$ cat config.mk
export PLATFORM = sky130hd
export DESIGN_NAME = coi_decim_gen
export DESIGN_NICKNAME = d
export VERILOG_FILES = /design/src/rtl/coi_decim_gen.sv
export SDC_FILE = /design/constraint.sdc
export NUM_CORES = 1
export LEC_CHECK = 0
export ABC_AREA = 1
export BUFFER_PORTS_ARGS = -buffer_cell sky130_fd_sc_hd__buf_2
export CAP_MARGIN = 20
export CORE_UTILIZATION = 45
export DETAILED_ROUTE_END_ITERATION = 16
export GPL_ROUTABILITY_DRIVEN = 1
export PLACE_DENSITY = 0.7
export SLEW_MARGIN = 20
export SYNTH_ARGS = -nofsm -noshare
export SYNTH_HDL_FRONTEND = slang
export SYNTH_SLANG_ARGS = --single-unit
$ cat constraint.sdc
create_clock -name clk -period 6.9 [get_ports clk]
set_clock_uncertainty 0.2 [all_clocks]
set_input_delay 0.345 -clock clk [delete_from_list [all_inputs] [get_ports clk]]
set_output_delay 0.345 -clock clk [all_outputs]
set_load 0.01 [all_outputs]
$ cat src/rtl/coi_decim_gen.sv
// ---------------------------------------------------------------------------
// coi_decim_gen
// Cascade-of-integrators decimation filter for incremental sigma-delta ADCs.
// A conversion integrates N modulator samples through ORDER cascaded
// integrators. The final integrator value is registered into d_out and
// announced with a one-cycle d_valid pulse. The block runs either single-shot
// (ends in DONE with a sticky done flag) or continuously (back-to-back
// conversions with no dead cycle until stop is seen).
//
// Parameters
//   ORDER  number of integrator stages (1..4)
//   IN_W   modulator sample width (unsigned)
//   N_W    width of the conversion-length field and the sample counter
//   OUT_W  IN_W + ORDER*N_W; stage k is IN_W + k*N_W bits wide
//
// Ports
//   clk       sample clock, rising edge
//   rstb_raw  asynchronous active-low reset; release is synchronised (2 flops)
//   start     begins a conversion when sampled in IDLE or DONE
//   stop      continuous mode: finish the current conversion, then go IDLE
//   mode      0 = single-shot, 1 = continuous (latched on accepted start)
//   n_in      samples per conversion, 0 means 1 (latched on accepted start)
//   d_in      modulator sample
//   d_out     last completed conversion result
//   d_valid   one-cycle pulse when d_out updates
//   busy      high while converting
//   done      single-shot completion flag, sticky until the next start
// ---------------------------------------------------------------------------
module coi_decim_gen #(
    parameter int ORDER = 3,
    parameter int IN_W  = 1,
    parameter int N_W   = 11,
    localparam int OUT_W = IN_W + ORDER * N_W
) (
    input  logic             clk,
    input  logic             rstb_raw,
    input  logic             start,
    input  logic             stop,
    input  logic             mode,
    input  logic [N_W-1:0]   n_in,
    input  logic [IN_W-1:0]  d_in,
    output logic [OUT_W-1:0] d_out,
    output logic             d_valid,
    output logic             busy,
    output logic             done
);

    typedef enum logic [1:0] {
        S_IDLE = 2'd0,
        S_RUN  = 2'd1,
        S_DONE = 2'd2
    } state_t;

    // Reduce a full-width sum to the modular width of integrator stage k
    // (1-based). Stages are held at OUT_W bits but only the low
    // IN_W + k*N_W bits are meaningful.
    function automatic logic [OUT_W-1:0] stage_wrap(input logic [OUT_W-1:0] v,
                                                    input int k);
        logic [OUT_W-1:0] m;
        m = '0;
        for (int b = 0; b < OUT_W; b++) begin
            if (b < IN_W + k * N_W) m[b] = 1'b1;
        end
        return v & m;
    endfunction

    logic [1:0]       r_rst_sync;
    logic             w_rst_rel;

    state_t           r_state;
    state_t           w_state_nxt;

    logic             r_mode;
    logic             r_stop;
    logic [N_W-1:0]   r_n;
    logic [N_W-1:0]   r_cnt;
    logic             r_dvalid;
    logic             r_done;
    logic [OUT_W-1:0] r_dout;
    logic [OUT_W-1:0] r_int     [ORDER];
    logic [OUT_W-1:0] w_int_nxt [ORDER];

    logic             w_accept;
    logic             w_run;
    logic             w_last;
    logic             w_stop_any;

    // Reset release synchroniser; assertion stays asynchronous.
    always_ff @(posedge clk or negedge rstb_raw) begin
        if (!rstb_raw) r_rst_sync <= 2'b00;
        else           r_rst_sync <= {r_rst_sync[0], 1'b1};
    end
    assign w_rst_rel = r_rst_sync[1];

    assign w_run      = (r_state == S_RUN);
    assign w_accept   = w_rst_rel && start && !w_run;
    assign w_last     = w_run && (r_cnt == (r_n - N_W'(1)));
    // A stop on the last-sample cycle itself still counts.
    assign w_stop_any = r_stop | stop;

    // Integrator ripple: every stage adds the *new* value of the stage below.
    always_comb begin
        for (int k = 0; k < ORDER; k++) w_int_nxt[k] = '0;
        w_int_nxt[0] = stage_wrap(r_int[0] + OUT_W'(d_in), 1);
        for (int k = 1; k < ORDER; k++) begin
            w_int_nxt[k] = stage_wrap(r_int[k] + w_int_nxt[k-1], k + 1);
        end
    end

    always_ff @(posedge clk or negedge rstb_raw) begin
        if (!rstb_raw) r_state <= S_IDLE;
        else           r_state <= w_state_nxt;
    end

    always_comb begin
        w_state_nxt = r_state;
        case (r_state)
            S_IDLE, S_DONE: begin
                if (w_accept) w_state_nxt = S_RUN;
            end
            S_RUN: begin
                if (w_last) begin
                    if (!r_mode)         w_state_nxt = S_DONE;
                    else if (w_stop_any) w_state_nxt = S_IDLE;
                    else                 w_state_nxt = S_RUN;
                end
            end
            default: w_state_nxt = S_IDLE;
        endcase
    end

    // Control: length/mode latch, sample counter, stop memory, flags.
    always_ff @(posedge clk or negedge rstb_raw) begin
        if (!rstb_raw) begin
            r_mode   <= 1'b0;
            r_stop   <= 1'b0;
            r_n      <= N_W'(1);
            r_cnt    <= '0;
            r_dvalid <= 1'b0;
            r_done   <= 1'b0;
        end else begin
            r_dvalid <= 1'b0;
            if (w_accept) begin
                r_mode <= mode;
                r_n    <= (n_in == '0) ? N_W'(1) : n_in;
                r_cnt  <= '0;
                r_stop <= 1'b0;
                r_done <= 1'b0;
            end else if (w_run) begin
                if (w_last) begin
                    r_dvalid <= 1'b1;
                    r_cnt    <= '0;
                    r_stop   <= 1'b0;
                    r_done   <= !r_mode;
                end else begin
                    r_cnt  <= r_cnt + N_W'(1);
                    r_stop <= w_stop_any;
                end
            end
        end
    end

    // Datapath: integrators restart from zero right after the last sample so
    // a continuous conversion can take its first sample in the next cycle.
    always_ff @(posedge clk or negedge rstb_raw) begin
        if (!rstb_raw) begin
            r_dout <= '0;
            for (int k = 0; k < ORDER; k++) r_int[k] <= '0;
        end else if (w_accept) begin
            for (int k = 0; k < ORDER; k++) r_int[k] <= '0;
        end else if (w_run) begin
            if (w_last) begin
                r_dout <= w_int_nxt[ORDER-1];
                for (int k = 0; k < ORDER; k++) r_int[k] <= '0;
            end else begin
                for (int k = 0; k < ORDER; k++) r_int[k] <= w_int_nxt[k];
            end
        end
    end

    assign d_out   = r_dout;
    assign d_valid = r_dvalid;
    assign busy    = w_run;
    assign done    = r_done;

endmodule

==> reports/qor.csv <==
metric,value,unit
status,finished clean,
finalMaxSlewViolations,0,
diodes,0,
ir_drop,0.422,mV
end_kind,flip-flop,
use_met3,3.74,%
finish.net_count,1506,
grt_use_total,24.0,%
rsz0062_at_grt,no,
chipHeight,144,um
io_buffers,53,
maxCapViolations,0,
initial_utilization,46.3,%
ys_ff_latch,133,
worst_slack,2080,ps
worstSetupPathType,flip-flop to flip-flop,
min_period,4820,ps
postSynthAreaPerCell,6.60,sq um
overflow,0,
grt_pass1_vias,8117,
ios,54,
yosysTopAreaCellShare,36.3,%
syn-num-nets,1439,
drt_iter0_drc,655,
synthTopCellsByArea,"dfrtp_1 (36%), nand2_1 (26%), inv_1 (6.5%)",
critPathRequiredTime,7070,ps
ys_seq_area_share,36.6,%
die-area,20800,sq um
groute.layer.met1.usage,33.9,%
r2r_setup_slack,2080,ps
dp_hpwl,17000,um
critPathMaxFanout,5,
post-route-period-util,69.9,%
max_slew_margin,37.3,%
async_reset_ff_share,100,%
insertion_delay,430,ps
synth_cell_types,36,
via_count,8589,
yosys_warnings,0,
arrival,4990,ps
cellPowerDensity,482,nW/um^2
antenna_found_initial,0,
drive_above_1_share,7.55,%
grt_max_degree,82,
hp-class,primary input to flip-flop,
gp_congestion,0.979,
routed_wl,23500,um
cts.sinks,133,
core-area,19700,sq um
grt_use_met2,38.2,%
fill_cells,1980,
synth-main-ff-cell,dfrtp_1,
dpl_worst_slack,2040,ps
critPathLaunchType,flip-flop,
syn_area,9090,sq um
cts_buffers,17,
clk_pin_slew,60,ps
clockBufferDepth,2,
clockRootBuffer,clkbuf_16,
max_freq,207,MHz
area_growth,14.0,%
grt_first_pass_wirelength,39200,um
setup_tns,0,ps
drcViolationCount,0,
cts_tree,built,
top_usage_layer,met2,
total_power,5.00,mW
synthCells,1377,
synth_edf_count,0,
die_width,144,um
drt_first_pass_iters,5,
post-cts-setup-buffer-count,0,
final_hold_viol_count,0,
power.leakage,5.50,nW
ant_nets,0,
synth_top_area_cell,dfrtp_1,
post_drt_wl_per_cell,13.6,um
h-tree-depth,4,
tightest_slew,940,ps
vias_per_cell,4.99,
row_count,51,
setup_viol,0,
==> Yosys cell counts, types with 4 or more instances <==
master and count:
nand4_1 9, xnor2_1 13, a21o_1 8, nand3_1 86, nor3_1 14, inv_1 157
nor2_2 6, clkbuf_1 10, buf_2 10, nand2_1 621, nand3b_1 4, xor2_1 34
o21ai_0 37, nor2_1 108, a21oi_1 39, nor4_1 5, o21ai_1 11, dfrtp_1 132
ha_1 43
==> power by group <==
group	switching (mW)	internal, mW	total (mW)
registers	0.109	0.952	1.06
clock network	0.378	0.581	0.959
logic	1.99	0.990	2.98
==> worst max-delay path, stage by stage, from the launching register on <==
cell	delay, ps
dfrtp_1	370
ha_1	150
nand2_1	80
nor2_1	270
nand4_1	150
or2_2	310
xor2_1	170
inv_1	70
ha_1	370
nand2_1	130
o21ai_0	250
a21oi_1	100
nand2_1	150
nand2_1	100
xnor2_1	240
ha_1	330
nand2_1	150
inv_1	50
a21oi_1	360
o21ai_0	190
inv_1	80
nand3_1	110
nand2_1	80
inv_1	40
nor2_1	120
nand2_1	70
nand2_1	80
==> logic make-up after synthesis <==
family                   count (synthesis)  synth area share, %
AO/OA/AOI/OAI                          100                 5.87
adder cells (fa/ha/maj)                 45                 6.36
flip-flops                             133                 36.6
XOR/XNOR                                47                 4.53
buffers and inverters                  183                 7.94
other                                    1               0.0412
AND/OR/NAND/NOR                        868                 38.7
==> state kept, by name, indices dropped and copies added, names as in the netlist <==
signal and flops:
r_state 2, r_cnt 11, r_rst_sync 2, r_int 69
r_mode 1, r_stop 1, d_valid 1, r_n 11
d_out 34, done 1
==> cell type report <==
class | count | area (sq um) | share of cell area [%]
Multi-Input combinational cell | 1061 | 5050 | 48.7
Inverter | 160 | 601 | 5.79
Clock inverter | 14 | 176 | 1.70
Timing Repair Buffer | 71 | 439 | 4.24
Sequential cell | 133 | 3330 | 32.1
Clock buffer | 18 | 439 | 4.24
Tap cell | 265 | 332 | 3.20
==> per-stage QoR <==
stage               std cells  utilization [%]  hold slack [ps]  instance area [sq um]
finish                   1722             52.8             14.2                  10400
global route             1722             52.8             46.7                  10400
CTS                      1722             52.8             3.54                  10400
detailed placement       1677             49.0              143                   9620
global placement         1677             49.0              132                   9620
floorplan                1377                -             -151                   9090
==> worst paths after layout <==
kind,start,cells past startpoint,to
max,r_int[68],26,d_out[24]
min,start,4,r_state[1]
max reg2reg,r_int[68],26,d_out[24]
min reg2reg,r_rst_sync[0],0,r_rst_sync[1]
max in group asynchronous,rstb_raw,3,r_int[9]
min in group asynchronous,rstb_raw,2,d_out[17]
==> per-layer routing <==
metal / up-vias / share of wire [%]
met3: 22 / 4.8
met5: - / 0
met2: 209 / 44
met1: 3935 / 50
li1: 4423 / -
met4: 0 / 1.3
==> cell usage in the layout, fill, tap and decap left out, drive strengths merged <==
cell type    instances
a21oi               39
nor4                 5
o21ai               48
nand2              623
and2                 2
clkinv               7
dlygate4sd3         13
fa                   2
bufinv               3
nor2               117
dfrtp              132
a21o                 8
o21bai               2
xor2                34
nor3b                2
dfstp                1
clkbuf              18
a21boi               1
or2                  3
inv                162
a311oi               1
o21a                 1
and3                 2
nand3b               4
xnor2               13
nand4                9
nor3                14
nand3               87
clkinvlp             2
ha                  43
buf                 58
conb                 1
==> repair_timing <==
action                    in CTS  in global routing
resized for setup              0                  0
hold buffers                  13                  0
hold endpoints to repair      70                  0
No activity file was read; power rests on OpenSTA's default activity.
